$ cat config.mk
export PLATFORM = sky130hd
export DESIGN_NAME = qmax_updater
export DESIGN_NICKNAME = d
export VERILOG_FILES = /design/src/rtl/qlearn_pkg.sv /design/src/rtl/qmax_init_sweeper.sv /design/src/rtl/qmax_updater.sv
export SDC_FILE = /design/constraint.sdc
export NUM_CORES = 1
export LEC_CHECK = 0
export ABC_AREA = 1
export CAP_MARGIN = 5
export CELL_PAD_IN_SITES_DETAIL_PLACEMENT = 1
export CELL_PAD_IN_SITES_GLOBAL_PLACEMENT = 1
export CORE_MARGIN = 1.5
export CORE_UTILIZATION = 33
export DETAILED_ROUTE_END_ITERATION = 7
export GPL_TIMING_DRIVEN = 0
export PLACE_DENSITY_LB_ADDON = 0.1
export SETUP_SLACK_MARGIN = 0.1
export SYNTH_ARGS = -nofsm -noshare
export SYNTH_HDL_FRONTEND = slang
export SYNTH_SLANG_ARGS = --single-unit
export TNS_END_PERCENT = 5
$ cat constraint.sdc
create_clock -name i_clk -period 2.87 [get_ports i_clk]
set_input_delay 0.861 -clock i_clk [delete_from_list [all_inputs] [get_ports i_clk]]
set_output_delay 0.861 -clock i_clk [all_outputs]
set_load 0.05 [all_outputs]
$ cat src/rtl/qlearn_pkg.sv
// Shared definitions for the Q-learning Q-max table logic: controller
// state encoding, default table geometry and the signed Q value type.
package qlearn_pkg;

  localparam int DEF_ADDR_WIDTH = 6;
  localparam int DEF_DATA_WIDTH = 32;
  localparam int DEF_DEPTH      = 64;

  // Controller states; INIT only exists in builds with the init sweep.
  typedef enum logic [2:0] {
    ST_INIT = 3'd0,
    ST_IDLE = 3'd1,
    ST_RD   = 3'd2,
    ST_CMP  = 3'd3,
    ST_WR   = 3'd4
  } qmax_state_e;

  // Signed Q value at the default width.
  typedef logic signed [DEF_DATA_WIDTH-1:0] q_t;

endpackage

$ cat src/rtl/qmax_init_sweeper.sv
// Address generator for the post-reset table clear: counts 0..DEPTH-1 while
// enabled, flags the final address and then latches a done flag so the
// sweep runs exactly once per reset. Only used when QMAX_INIT_SWEEP_EN is set.
module qmax_init_sweeper
  import qlearn_pkg::*;
#(
  parameter int ADDR_WIDTH = DEF_ADDR_WIDTH,
  parameter int DEPTH      = DEF_DEPTH
) (
  input  logic                  i_clk,
  input  logic                  i_rst,
  input  logic                  i_en,
  output logic [ADDR_WIDTH-1:0] o_addr,
  output logic                  o_last,
  output logic                  o_done
);

  localparam logic [ADDR_WIDTH-1:0] LAST_ADDR = ADDR_WIDTH'(DEPTH - 1);

  logic [ADDR_WIDTH-1:0] count_reg;
  logic                  done_reg;

  // Advance one address per enabled cycle; stop for good after the last one.
  always_ff @(posedge i_clk) begin
    if (i_rst) begin
      count_reg <= '0;
      done_reg  <= 1'b0;
    end else if (i_en && !done_reg) begin
      if (count_reg == LAST_ADDR) begin
        done_reg <= 1'b1;
      end else begin
        count_reg <= count_reg + 1'b1;
      end
    end
  end

  assign o_addr = count_reg;
  assign o_last = (count_reg == LAST_ADDR) && !done_reg;
  assign o_done = done_reg;

endmodule

$ cat src/rtl/qmax_updater.sv
// Read-compare-write owner of the Q-max table write port. A request reads the
// stored maximum for its state, compares signed, and writes the candidate
// back only when strictly larger. One request in flight, 4 cycles each.
// Optional feature macro: QMAX_INIT_SWEEP_EN (clear the table after reset).
module qmax_updater
  import qlearn_pkg::*;
#(
  parameter int                    ADDR_WIDTH = DEF_ADDR_WIDTH,
  parameter int                    DATA_WIDTH = DEF_DATA_WIDTH,
  parameter int                    DEPTH      = DEF_DEPTH,
  parameter logic [DATA_WIDTH-1:0] INIT_VALUE = '0
) (
  input  logic                  i_clk,
  input  logic                  i_rst,
  input  logic                  i_req_valid,
  output logic                  o_req_ready,
  input  logic [ADDR_WIDTH-1:0] i_req_addr,
  input  logic [DATA_WIDTH-1:0] i_req_q,
  output logic                  o_done,
  output logic                  o_updated,
  output logic                  o_busy,
  output logic [ADDR_WIDTH-1:0] o_tbl_addr_r,
  output logic [ADDR_WIDTH-1:0] o_tbl_addr_w,
  output logic                  o_tbl_read_en,
  output logic                  o_tbl_write_en,
  output logic [DATA_WIDTH-1:0] o_tbl_data,
  input  logic [DATA_WIDTH-1:0] i_tbl_data
);

`ifdef QMAX_INIT_SWEEP_EN
  localparam qmax_state_e RESET_STATE = ST_INIT;
`else
  localparam qmax_state_e RESET_STATE = ST_IDLE;
`endif

  qmax_state_e           state_reg;
  logic [ADDR_WIDTH-1:0] addr_reg;
  logic [DATA_WIDTH-1:0] q_reg;
  logic                  in_range_reg;
  logic                  addr_ok;
  logic                  update_ok;

  // Addresses at or beyond DEPTH are accepted but never touch the table.
  assign addr_ok   = ({1'b0, i_req_addr} < (ADDR_WIDTH + 1)'(DEPTH));
  // Strictly-greater signed compare against the registered read data.
  assign update_ok = in_range_reg && ($signed(q_reg) > $signed(i_tbl_data));

`ifdef QMAX_INIT_SWEEP_EN
  logic [ADDR_WIDTH-1:0] sweep_addr;
  logic                  sweep_last;
  logic                  sweep_done;

  qmax_init_sweeper #(
    .ADDR_WIDTH (ADDR_WIDTH),
    .DEPTH      (DEPTH)
  ) u_sweeper (
    .i_clk  (i_clk),
    .i_rst  (i_rst),
    .i_en   (state_reg == ST_INIT),
    .o_addr (sweep_addr),
    .o_last (sweep_last),
    .o_done (sweep_done)
  );
`else
  // Without the sweep the init value has no consumer.
  logic unused_init;
  assign unused_init = ^INIT_VALUE;
`endif

  // Controller FSM; every output is registered and set one state ahead.
  always_ff @(posedge i_clk) begin
    if (i_rst) begin
      state_reg      <= RESET_STATE;
      addr_reg       <= '0;
      q_reg          <= '0;
      in_range_reg   <= 1'b0;
      o_req_ready    <= 1'b0;
      o_done         <= 1'b0;
      o_updated      <= 1'b0;
      o_busy         <= 1'b1;
      o_tbl_read_en  <= 1'b0;
      o_tbl_write_en <= 1'b0;
      o_tbl_addr_r   <= '0;
      o_tbl_addr_w   <= '0;
      o_tbl_data     <= '0;
    end else begin
      o_done         <= 1'b0;
      o_updated      <= 1'b0;
      o_tbl_read_en  <= 1'b0;
      o_tbl_write_en <= 1'b0;
      case (state_reg)
`ifdef QMAX_INIT_SWEEP_EN
        ST_INIT: begin
          if (!sweep_done) begin
            o_tbl_write_en <= 1'b1;
            o_tbl_addr_w   <= sweep_addr;
            o_tbl_data     <= INIT_VALUE;
          end
          if (sweep_last) begin
            state_reg <= ST_IDLE;
          end
        end
`endif
        ST_IDLE: begin
          if (i_req_valid && o_req_ready) begin
            addr_reg      <= i_req_addr;
            q_reg         <= i_req_q;
            in_range_reg  <= addr_ok;
            o_tbl_read_en <= addr_ok;
            if (addr_ok) begin
              o_tbl_addr_r <= i_req_addr;
            end
            o_req_ready <= 1'b0;
            o_busy      <= 1'b1;
            state_reg   <= ST_RD;
          end else begin
            o_req_ready <= 1'b1;
            o_busy      <= 1'b0;
          end
        end
        ST_RD: begin
          state_reg <= ST_CMP;
        end
        ST_CMP: begin
          o_tbl_write_en <= update_ok;
          if (update_ok) begin
            o_tbl_addr_w <= addr_reg;
            o_tbl_data   <= q_reg;
          end
          o_done    <= 1'b1;
          o_updated <= update_ok;
          state_reg <= ST_WR;
        end
        ST_WR: begin
          o_req_ready <= 1'b1;
          o_busy      <= 1'b0;
          state_reg   <= ST_IDLE;
        end
        default: begin
          state_reg <= RESET_STATE;
        end
      endcase
    end
  end

endmodule

# Word-level counts from Yosys, hierarchy flattened
# Index checks and enable logic that the tools add are counted.
# op_classes
bitwise_logic,2
n_mux,7
eq_ne,5
n_reduce_logical,7
order_cmp,1
# op_table
op,n
32-bit > comparator,1
3-bit case mux with 3 select lines,1
3-bit by 2-bit == test with 1-bit output (second input constant),2
1-bit case mux with 2 select lines,2
2-bit AND reduction,2
2-bit OR reduction,2
3-bit by 1-bit == test with 1-bit output (second input constant),1
3-bit == test (second input constant),1
1-bit 2-to-1 mux,3
3-bit 2-to-1 mux,1
1-bit logical AND,2
2-bit inequality test (second input constant),1
1-bit inverter,2
2-bit nonzero test,1
# word_totals
in_bits,73
register_bits,85
wordCells,33
output_inout_bits,50

# Depth between registers and ports, before layout
# Gate-level depths: netlist of the first run.
# logic_depth
word_depth,3
mapped_depth,19
mapped_depth_nobuf,17

# Worst setup path after synthesis of the first run
# Ideal clock, no wire load.
# synth_timing
path_kind,in2reg
start,in i_tbl_data[31]
end,reg o_tbl_data[14]
path_buffers,2
arrival_ns,2.471
slack_ns,0.285
required_time_ns,2.756
cell_stages,13
setup_time_ns,0.114
cell_sequence,inv_1 ha_1 a21oi_1 o21a_1 nand2_1 a21oi_1 nand2_1 nand2_1 buf_2 buf_1 nand4_1 nand2_1 nor2_1
# synth_between
elab_chain_len,3
# synth_rtl
item,line_no,text
from (decl),qmax_updater.sv:27,input logic [DATA_WIDTH-1:0] i_tbl_data
32-bit > comparator,qmax_updater.sv:46,assign update_ok = in_range_reg && ($signed(q_reg) > $signed(i_tbl_data));
1-bit logical AND,qmax_updater.sv:46,
2-bit AND reduction (no source line),n/a,
to (signal assigned),qmax_updater.sv:128,o_tbl_data <= q_reg;
to (decl),qmax_updater.sv:26,"output logic [DATA_WIDTH-1:0] o_tbl_data,"
# No other way between the ends.
# A chain may end at the register's enable or synchronous reset.

# Worst setup path after layout of the first run
# layout_timing
start,in i_tbl_data[11]
end,reg o_tbl_data[19]
# Same word-level chain as after synthesis.

==> flow_metrics.tcl, run 1 <==
set metrics [dict create \
    power.internal_w 0.00273 \
    dpl.hpwl_um 9120 \
    ant_nets 0 \
    synth.net_count 666 \
    ys_seq_area_frac 0.424 \
    yosysWarnings 0 \
    clock.fmax_mhz 370 \
    grt_overflow_total 0 \
    timing.max_cap.violations 0 \
    post-place-ws_ns -0.733 \
    synth.top_cell.area_share 0.424 \
    remaining_drc_errors 0 \
    critical_path.cell_chain "clkdlybuf4s50_1 > inv_1 > ha_4 > nand2_1 > nor2_2 > nand2_2 > inv_1 > nand2_1 > nand2_2 > nand2_4 > nand3_4 > nand2_4 > nor2_4 > buf_8 > clkbuf_16 > nor2_2 > nor2_1" \
    count_of_state_elements_after_synthesis 85 \
    total_switching_power_w 0.00139 \
    first_global_vias 4319 \
    hold_viol_final 0 \
    fin_ws_ns 0.168 \
    worst_ep_arrival_time_ns 2.99 \
    timing_worst_setup_path_type "input pin to register" \
    floorplan.initialDensity 0.336 \
    dieArea_um2 12800 \
    critical_path.startpoint_type "input pin" \
    synth-edff-count 0 \
    top_usage_layer "met2" \
    ys_types 22 \
    area_delta_synth_final_pct 64.1 \
    layout_worst_path_cycle_share 0.942 \
    power_frac_seq 0.349 \
    postPlaceCellArea_um2 5410 \
    largest_cells_by_area_after_synthesis "sky130_fd_sc_hd__dfxtp_1 42%, sky130_fd_sc_hd__nand2_1 11%, sky130_fd_sc_hd__ha_1 10%, sky130_fd_sc_hd__nor2_1 8.9%, sky130_fd_sc_hd__inv_1 7.9%" \
    critPathLaunch "i_tbl_data[11]" \
    grt_pass1_wl_um 20700 \
    grt.met2_usage 0.365 \
    syn-instance-count 561 \
    synthFlopType "sky130_fd_sc_hd__dfxtp_1" \
    grt.met3_usage 0.0370 \
    worst-r2r-setup-slack_ns 0.67 \
    dieHeight_um 113 \
    path_delay_family "buffers and inverters" \
    tightest_slew_ns 0.571 \
    antenna_cells_inserted 0 \
    final_cell_mix "100 x sky130_fd_sc_hd__nand2_1, 100 x sky130_fd_sc_hd__clkdlybuf4s50_1, 85 x sky130_fd_sc_hd__dfxtp_1" \
    final_design_utilization 0.551 \
    grtUsageTotal 0.207 \
    timing.clock.skew_ns 0.00580 \
    clk-insertion-delay-late_ns 0.35 \
    cts-hold-fix-buffers 0 \
    comb_pwr_share 0.322 \
    avgViaCountPerCell 4.78 \
    end_kind "register" \
    final_net_count 812 \
    sequential_cell_area_um2 1700 \
    power_w 0.00412 \
    vias 4102 \
    finalInstanceArea_um2 6590 \
    cp_slowest_stage_delay_ns 0.45 \
    worst-path-max-fanout 6 \
    fillers 1436 \
    max_slew_margin 0.619 \
    die_w_um 113 \
    finalMaxSlewViolations 0 \
    critical_path_buf_inv_count 5 \
    synthesis.area_per_instance_um2 7.16 \
    count_of_port_buffers_added_during_placement 121 \
    vdd_ir_drop_max_v 0.000313 \
    routed_wire_length_per_instance_um 15.8 \
    synth_top_area_cell "sky130_fd_sc_hd__dfxtp_1" \
    detailedRoute.firstIterationViolations 170 \
    hp-class "register to register" \
    sw_frac_of_total 0.337 \
    ratio_of_cells_with_drive_above_1_in_the_final_layout 0.211 \
    floorplan.core_area_um2 12000 \
    routed_wirelength_um 13600 \
    total_clock_buffers_created_by_cts 9 \
    critPathSlowestCell "sky130_fd_sc_hd__clkdlybuf4s50_1" \
    clkSlewWorstSetupHoldPaths_ns 0.06 \
    grt_max_degree 14 \
    min_from "o_busy" \
    rsz_0062_raised_after_global_routing "no" \
    place.gp.congestion 0.742 \
    setup_viol 0 \
    multi_input_comb_area_um2 2410 \
    run_status "complete, no violations" \
    reg2reg_from "state_reg[0]" \
    cp_data_required_time_ns 3.15 \
    first_pass_iters 4 \
    rows 40 \
    number_of_antenna_violations_at_the_first_check_in_global_routing 0 \
    htree_num_levels 3 \
    cts_sinks 85 \
    fin_crit_ns 2.70 \
    asyncSetResetFlopFracSynth 0 \
    power_density_nw_per_um2 626 \
    cts_root_buffer "sky130_fd_sc_hd__clkbuf_16" \
    grt_util_met1 0.247 \
    clock_tree_from_tritoncts "yes" \
    clock_network_fraction_of_total_power 0.329 \
    p_leak_nw 2.85 \
    cts_max_path_buffers 2 \
    post_synth_instance_area_um2 4020 \
    num_io_pins 123 \
]
-- power by group through the flow --
stage / Combinational (W) / Sequential, W / Clock (W)
6_report: 0.00133 / 0.00144 / 0.00136
5_1_grt: 0.00146 / 0.00146 / 0.00144
4_1_cts: 0.00114 / 0.00141 / 0.00139
3_5_place_dp: 0.00108 / 0.00144 / 0
3_3_place_gp: 0.00104 / 0.00143 / 0
2_1_floorplan: 0.000503 / 0.00160 / 0
-- synthesized netlist by cell type (all sizes together), types with 2 or more instances --
master and count:
o21a 2, dfxtp 85, nor3 6, nor2 97, inv 85, nand2 121
o21ai 41, nand3 5, ha 32, clkbuf 14, a21oi 15, nand4 39
buf 16
-- final timing paths --
path,end,cells after the start
worst min-delay path,o_busy,2
worst max register to register,q_reg[31],11
worst max-delay path,o_tbl_data[19],17
worst min register to register,o_busy,2
-- metrics by stage --
step	instances	hold slack (ns)	setup TNS, ns
floorplan	561	0.441	0
global placement	829	0.453	-17.89
detailed placement	829	0.462	-20.56
CTS	851	0.478	0
global route	859	0.497	0
finish	859	0.470	0
-- routing by layer --
metal  wire (um)  share of wire
met1        5800           0.43
met2        7160           0.53
met4         241          0.018
met5           0              0
met3         400          0.029
-- logic make-up (layout without fill, tap and decap cells) --
| logic type | count (synthesis) | in the layout | synth area share |
|---|---|---|---|
| flip-flops | 85 | 85 | 0.424 |
| adder cells (fa/ha/maj) | 32 | 32 | 0.0997 |
| AO/OA/AOI/OAI | 59 | 59 | 0.0754 |
| AND/OR/NAND/NOR | 270 | 270 | 0.284 |
| buffers and inverters | 115 | 266 | 0.117 |
-- tightest hold or removal path, cell delays in order, from the launching register on --
cell                      delay (ns)
sky130_fd_sc_hd__dfxtp_1        0.32
sky130_fd_sc_hd__nand2_1        0.06
sky130_fd_sc_hd__nand2_1        0.04
-- cell type report --
| cell class | instances | area share |
|---|---|---|
| multi-input cells | 361 | 0.365 |
| flip-flops and latches | 85 | 0.258 |
| repair buffers | 135 | 0.213 |
| inverters | 85 | 0.0484 |
| clock buffers | 12 | 0.0374 |
| plain buffers | 30 | 0.0351 |
| well taps | 147 | 0.0279 |
| clock inverters | 4 | 0.0144 |
-- repair_timing --
action | CTS | global route
resized for setup | 32 | 144
pin swaps | 9 | 53
endpoints found under the hold margin | 0 | 0
gates cloned | 1 | 1
setup endpoints to repair | 38 | 38
setup buffers | 5 | 7
Note: power is estimated with default switching activity, not from simulation.
==> run 2, diff against run 1 <==
- SLEW_MARGIN: default -> 20
- clock period: 2.87 -> 3.04 ns (I/O delays scaled with it)
==> run 2 against run 1 <==
Die area unchanged. Hold slack worse by 0.00095 ns. Global-route usage is 0.43 points lower. Setup slack worse by 0.055 ns. Flip-flop and latch count did not move. Clock skew fell by 0.0014 ns. Register-to-register slack improved by 0.19 ns. Combinational power is 14% lower. Final cell count shrank 0.35%. Critical endpoint is now o_tbl_addr_w[2]. Largest power group unchanged.
==> flow_metrics.tcl, run 2 (synthesis gave the netlist of run 1 again) <==
set metrics [dict create \
    dieArea_um2 12800 \
    first_global_vias 4256 \
    critical_path.startpoint_type "input pin" \
    clock.fmax_mhz 342 \
    clock_network_fraction_of_total_power 0.340 \
    clkSlewWorstSetupHoldPaths_ns 0.06 \
    timing_worst_setup_path_type "input pin to register" \
    rows 40 \
    timing.clock.skew_ns 0.00440 \
    ratio_of_cells_with_drive_above_1_in_the_final_layout 0.140 \
    floorplan.initialDensity 0.336 \
    count_of_port_buffers_added_during_placement 121 \
    run_status "complete, no violations" \
    cts_sinks 85 \
    routed_wirelength_um 13000 \
    comb_pwr_share 0.305 \
    die_w_um 113 \
    min_from "in_range_reg" \
    antenna_cells_inserted 0 \
    place.gp.congestion 0.742 \
    fin_ws_ns 0.113 \
    first_pass_iters 4 \
    floorplan.core_area_um2 12000 \
    ant_nets 0 \
    power_frac_seq 0.355 \
    worst_r2r_endpoint "q_reg[31]" \
    area_delta_synth_final_pct 55.3 \
    wl_met1_um 5630 \
    max_slew_margin 0.621 \
    finalMaxSlewViolations 0 \
    dieHeight_um 113 \
    worst_ep_arrival_time_ns 3.17 \
    grtUsageTotal 0.202 \
    grt_pass1_wl_um 20200 \
    reg2regPathDepth 11 \
    final_cells 856 \
    cts_max_path_buffers 2 \
    detailedRoute.firstIterationViolations 151 \
    fillers 1478 \
    vdd_ir_drop_max_v 0.000294 \
    critPathLaunch "i_tbl_data[4]" \
    hp-class "register to register" \
    clock_tree_from_tritoncts "yes" \
    total_clock_buffers_created_by_cts 9 \
    number_of_antenna_violations_at_the_first_check_in_global_routing 0 \
    end_kind "register" \
    hold_viol_final 0 \
    cts_root_buffer "sky130_fd_sc_hd__clkbuf_16" \
    routed_wire_length_per_instance_um 15.2 \
    remaining_drc_errors 0 \
    fin_crit_ns 2.93 \
    met2WireLength_um 6660 \
    wl_met3_um 459 \
    worst-r2r-setup-slack_ns 0.86 \
    cp_slowest_stage_delay_ns 0.47 \
    final_cell_mix "120 x sky130_fd_sc_hd__clkdlybuf4s50_1, 109 x sky130_fd_sc_hd__nand2_1, 85 x sky130_fd_sc_hd__dfxtp_1" \
    post-place-ws_ns -0.614 \
    critical_path.cell_chain "clkdlybuf4s50_1 > inv_1 > ha_1 > nand2_2 > nor2_4 > nand4_1 > nor4_4 > nor2_4 > nand2_4 > nor2_4 > buf_8 > clkbuf_16 > nor2_1 > nor2_1" \
    grt_overflow_total 0 \
    worst-path-max-fanout 6 \
    cp_data_required_time_ns 3.29 \
    dr.max_layer_used "met4" \
    finalInstanceArea_um2 6240 \
    power_density_nw_per_um2 605 \
    grt_max_degree 14 \
    final_net_count 809 \
    dpl.hpwl_um 9120 \
    critPathSlowestCell "sky130_fd_sc_hd__clkdlybuf4s50_1" \
    avgViaCountPerCell 4.79 \
    num_io_pins 123 \
    p_leak_nw 2.65 \
    post-place-cells 829 \
    postPlaceCellArea_um2 5410 \
    total_switching_power_w 0.00125 \
    reg2reg_from "state_reg[0]" \
    whs_path_depth 2 \
    cts-hold-fix-buffers 0 \
    timing.max_cap.violations 0 \
    htree_num_levels 3 \
    worst_hold_path.endpoint "in_range_reg" \
    cpMostUsedCell "sky130_fd_sc_hd__nor2_4" \
    setup_viol 0 \
    rsz_0062_raised_after_global_routing "yes" \
    layout_worst_path_cycle_share 0.963 \
    sw_frac_of_total 0.332 \
    clk-insertion-delay-late_ns 0.35 \
    worst_hold_slack_ns 0.469 \
    vias 4100 \
    power.internal_w 0.00252 \
    layout.cells.most_common "sky130_fd_sc_hd__clkdlybuf4s50_1" \
    tightest_slew_ns 0.568 \
]
-- run 2: cell types whose count changed in the layout (fill, tap and decap cells not counted), sizes merged --
cell,change
clkdlybuf4s50,+20
dlymetal6s2s,-18
buf,-4
dlygate4sd2,-2
clkbuf,+1
-- run 2: worst max-delay path by stage --
stage,depth (start not counted),slack [ns],to
after floorplan,13,0.40,o_tbl_data[14]
after CTS,15,0.06,o_tbl_data[29]
after detailed placement,15,-0.61,o_tbl_data[19]
final,14,0.11,o_tbl_addr_w[2]
after global routing,14,0.03,o_tbl_addr_w[0]
after global placement,15,-0.56,o_tbl_data[18]
-- run 2: metrics by stage --
stage	util	power (W)	setup TNS, ns
after global placement	0.452	0.00234	-13.37
final	0.521	0.00377	0
after CTS	0.485	0.00369	0
after floorplan	-	0.00199	0
after detailed placement	0.452	0.00238	-16.02
after global routing	0.521	0.00399	0
-- run 2: power by group through the flow --
stage               clock [W]  sequential (W)  combinational (W)
CTS                   0.00131         0.00133            0.00104
floorplan                   0         0.00151           0.000474
finish                0.00128         0.00134            0.00115
global placement            0         0.00135           0.000985
detailed placement          0         0.00136            0.00102
global route          0.00136         0.00136            0.00128
-- run 2: final cells by class --
cell class | instances | area, um^2 | area share
clock inverters | 4 | 95.1 | 0.0152
clock buffers | 12 | 246 | 0.0395
flip-flops and latches | 85 | 1700 | 0.273
repair buffers | 132 | 1340 | 0.214
multi-input cells | 361 | 2120 | 0.340
plain buffers | 30 | 231 | 0.0371
well taps | 147 | 184 | 0.0295
inverters | 85 | 319 | 0.0512
-- run 2: what timing repair did --
action                     CTS  global route
buffers inserted             2             7
gates cloned                 0             2
pin swaps                    0            26
setup endpoints to repair   30            38
resized for setup           13            86
-- run 2: layer usage --
metal,GRT usage,up-vias
met4,0.0867,0
met5,0,-
met1,0.242,1944
met2,0.355,86
met3,0.0380,17
li1,-,2053
-- run 2: critical path, delay by kind of cell --
family | cells | cell delay (ns)
and+or+nand+nor | 9 | 1.15
buffers and inverters | 4 | 0.82
adders and majority gates | 1 | 0.29
==> run 3, diff against run 2 <==
- MAX_ROUTING_LAYER: default -> met4
- SETUP_SLACK_MARGIN: 0.1 -> 0.05
==> run 3 against run 2 <==
Final cell count down 0.12%. Critical path type unchanged. Utilization down 1.2 points. Hold slack about the same. Design area is 2.3% lower. Largest cell class unchanged. Clock skew about the same. Highest routed layer unchanged.
==> flow_metrics.tcl, run 3 (synthesis gave the netlist of run 1 again) <==
set metrics [dict create \
    cts_sinks 85 \
    worst_setup_path_endpoint "o_tbl_data[18]" \
    clk-insertion-delay-late_ns 0.35 \
    layout.cells.most_common "sky130_fd_sc_hd__clkdlybuf4s50_1" \
    floorplan.core_area_um2 12000 \
    grt_pass1_wl_um 20200 \
    hp-class "register to register" \
    remaining_drc_errors 0 \
    critical_path_cell_count 14 \
    finalMaxSlewViolations 0 \
    reg2regPathDepth 11 \
    cp_data_required_time_ns 3.28 \
    grt_overflow_total 0 \
    cts_root_buffer "sky130_fd_sc_hd__clkbuf_16" \
    vdd_ir_drop_max_v 0.000291 \
    rsz_0062_raised_after_global_routing "yes" \
    fin_crit_ns 2.91 \
    power_density_nw_per_um2 611 \
    layout_worst_path_cycle_share 0.956 \
    detailedRoute.firstIterationViolations 136 \
    die_w_um 113 \
    rows 40 \
    worst_r2r_endpoint "q_reg[31]" \
    p_leak_nw 2.62 \
    timing.clock.skew_ns 0.00456 \
    run_status "complete, no violations" \
    critical_path_buf_inv_count 4 \
    dpl.hpwl_um 9120 \
    avgViaCountPerCell 4.77 \
    end_kind "register" \
    setup_viol 0 \
    worst_ep_arrival_time_ns 3.15 \
    routed_wirelength_um 12800 \
    antenna_cells_inserted 0 \
    cp_slowest_stage_delay_ns 0.46 \
    number_of_antenna_violations_at_the_first_check_in_global_routing 0 \
    final_net_count 808 \
    critPathLaunch "i_tbl_data[5]" \
    tightest_slew_ns 0.568 \
    htree_num_levels 3 \
    clock_tree_from_tritoncts "yes" \
    reg2reg_from "state_reg[0]" \
    first_pass_iters 4 \
    timing_worst_setup_path_type "input pin to register" \
    grtUsageTotal 0.208 \
    clkSlewWorstSetupHoldPaths_ns 0.06 \
    ant_nets 0 \
    timing.max_cap.violations 0 \
    finalInstanceArea_um2 6090 \
    area_delta_synth_final_pct 51.7 \
    critical_path.cell_chain "clkdlybuf4s50_1 > inv_1 > ha_1 > nand2_1 > nor2_2 > nand4_1 > nor4_4 > nor2_4 > nand2_4 > nor2_4 > buf_8 > clkbuf_16 > nor2_1 > nor2_1" \
    critPathSlowestCell "sky130_fd_sc_hd__clkdlybuf4s50_1" \
    worst-path-max-fanout 6 \
    floorplan.initialDensity 0.336 \
    cts_max_path_buffers 2 \
    routed_wire_length_per_instance_um 15.0 \
    place.gp.congestion 0.751 \
    path_delay_family "simple AND/OR/NAND/NOR gates" \
    first_global_vias 4262 \
    grt_max_degree 14 \
    num_io_pins 123 \
    worst-r2r-setup-slack_ns 0.86 \
    dieArea_um2 12800 \
    final_cell_mix "121 x sky130_fd_sc_hd__clkdlybuf4s50_1, 116 x sky130_fd_sc_hd__nand2_1, 88 x sky130_fd_sc_hd__nor2_1" \
    hold_viol_final 0 \
    fillers 1498 \
    dieHeight_um 113 \
    count_of_port_buffers_added_during_placement 121 \
    postPlaceCellArea_um2 5410 \
    worst_hold_slack_ns 0.469 \
    power_w 0.00372 \
    clock.fmax_mhz 344 \
    vias 4078 \
    critical_path.startpoint_type "input pin" \
    ratio_of_cells_with_drive_above_1_in_the_final_layout 0.0975 \
    total_clock_buffers_created_by_cts 9 \
    max_slew_margin 0.621 \
]
run 3: layout make-up:
| type | instances | area (um^2) | area share |
|---|---|---|---|
| buffer | 30 | 225 | 0.0370 |
| clock buffer | 12 | 246 | 0.0405 |
| clock inverter | 4 | 95.1 | 0.0156 |
| inverter | 85 | 319 | 0.0524 |
| multi-input combinational | 361 | 1990 | 0.327 |
| sequential | 85 | 1700 | 0.279 |
| tap | 147 | 184 | 0.0302 |
| timing repair buffer | 131 | 1330 | 0.218 |
run 3: power by group:
part           total, W  internal, W  switching, W
clock network   0.00128     0.000825      0.000459
logic           0.00110     0.000420      0.000684
registers       0.00133      0.00125     0.0000830
run 3: stage by stage:
stage	setup slack, ns	setup TNS, ns	cells	utilization
after floorplan	0.404	0	561	-
after global placement	-0.560	-13.37	829	0.452
after detailed placement	-0.614	-16.02	829	0.452
after CTS	0.0502	0	847	0.484
after global routing	0.00865	0	855	0.509
final	0.134	0	855	0.509
run 3: repair_timing:
item / CTS / global route
pin swaps: 0 / 16
resized for setup: 11 / 49
buffers inserted: 2 / 6
gates cloned: 0 / 2
hold buffers: 0 / 0
setup endpoints to repair: 30 / 38
run 3: worst min-delay path by stage:
stage          slack, ns    startpoint           end  depth (start not counted)
5_1_grt             0.50        o_busy        o_busy                          2
4_1_cts             0.48  in_range_reg  in_range_reg                          2
6_report            0.47  in_range_reg  in_range_reg                          2
3_3_place_gp        0.45  in_range_reg  in_range_reg                          2
3_5_place_dp        0.46  in_range_reg  in_range_reg                          2
2_1_floorplan       0.44  in_range_reg  in_range_reg                          2
run 3: metal layers:
layer / wire length (um) / global-route usage
met1: 5670 / 0.244
met2: 6480 / 0.355
met3: 432 / 0.0337
met4: 236 / 0.0867
met5: 0 / -
run 3: worst reg2reg max path, cell delays in order (launching register included):
cell                       delay [ns]
sky130_fd_sc_hd__dfxtp_1         0.35
sky130_fd_sc_hd__inv_1           0.08
sky130_fd_sc_hd__nor2_1          0.17
sky130_fd_sc_hd__inv_1           0.08
sky130_fd_sc_hd__nor2_2          0.19
sky130_fd_sc_hd__inv_2           0.06
sky130_fd_sc_hd__nor2_1          0.13
sky130_fd_sc_hd__nor2_1          0.08
sky130_fd_sc_hd__inv_1           0.11
sky130_fd_sc_hd__clkbuf_2        0.27
sky130_fd_sc_hd__clkbuf_1        0.40
sky130_fd_sc_hd__o21ai_0         0.15
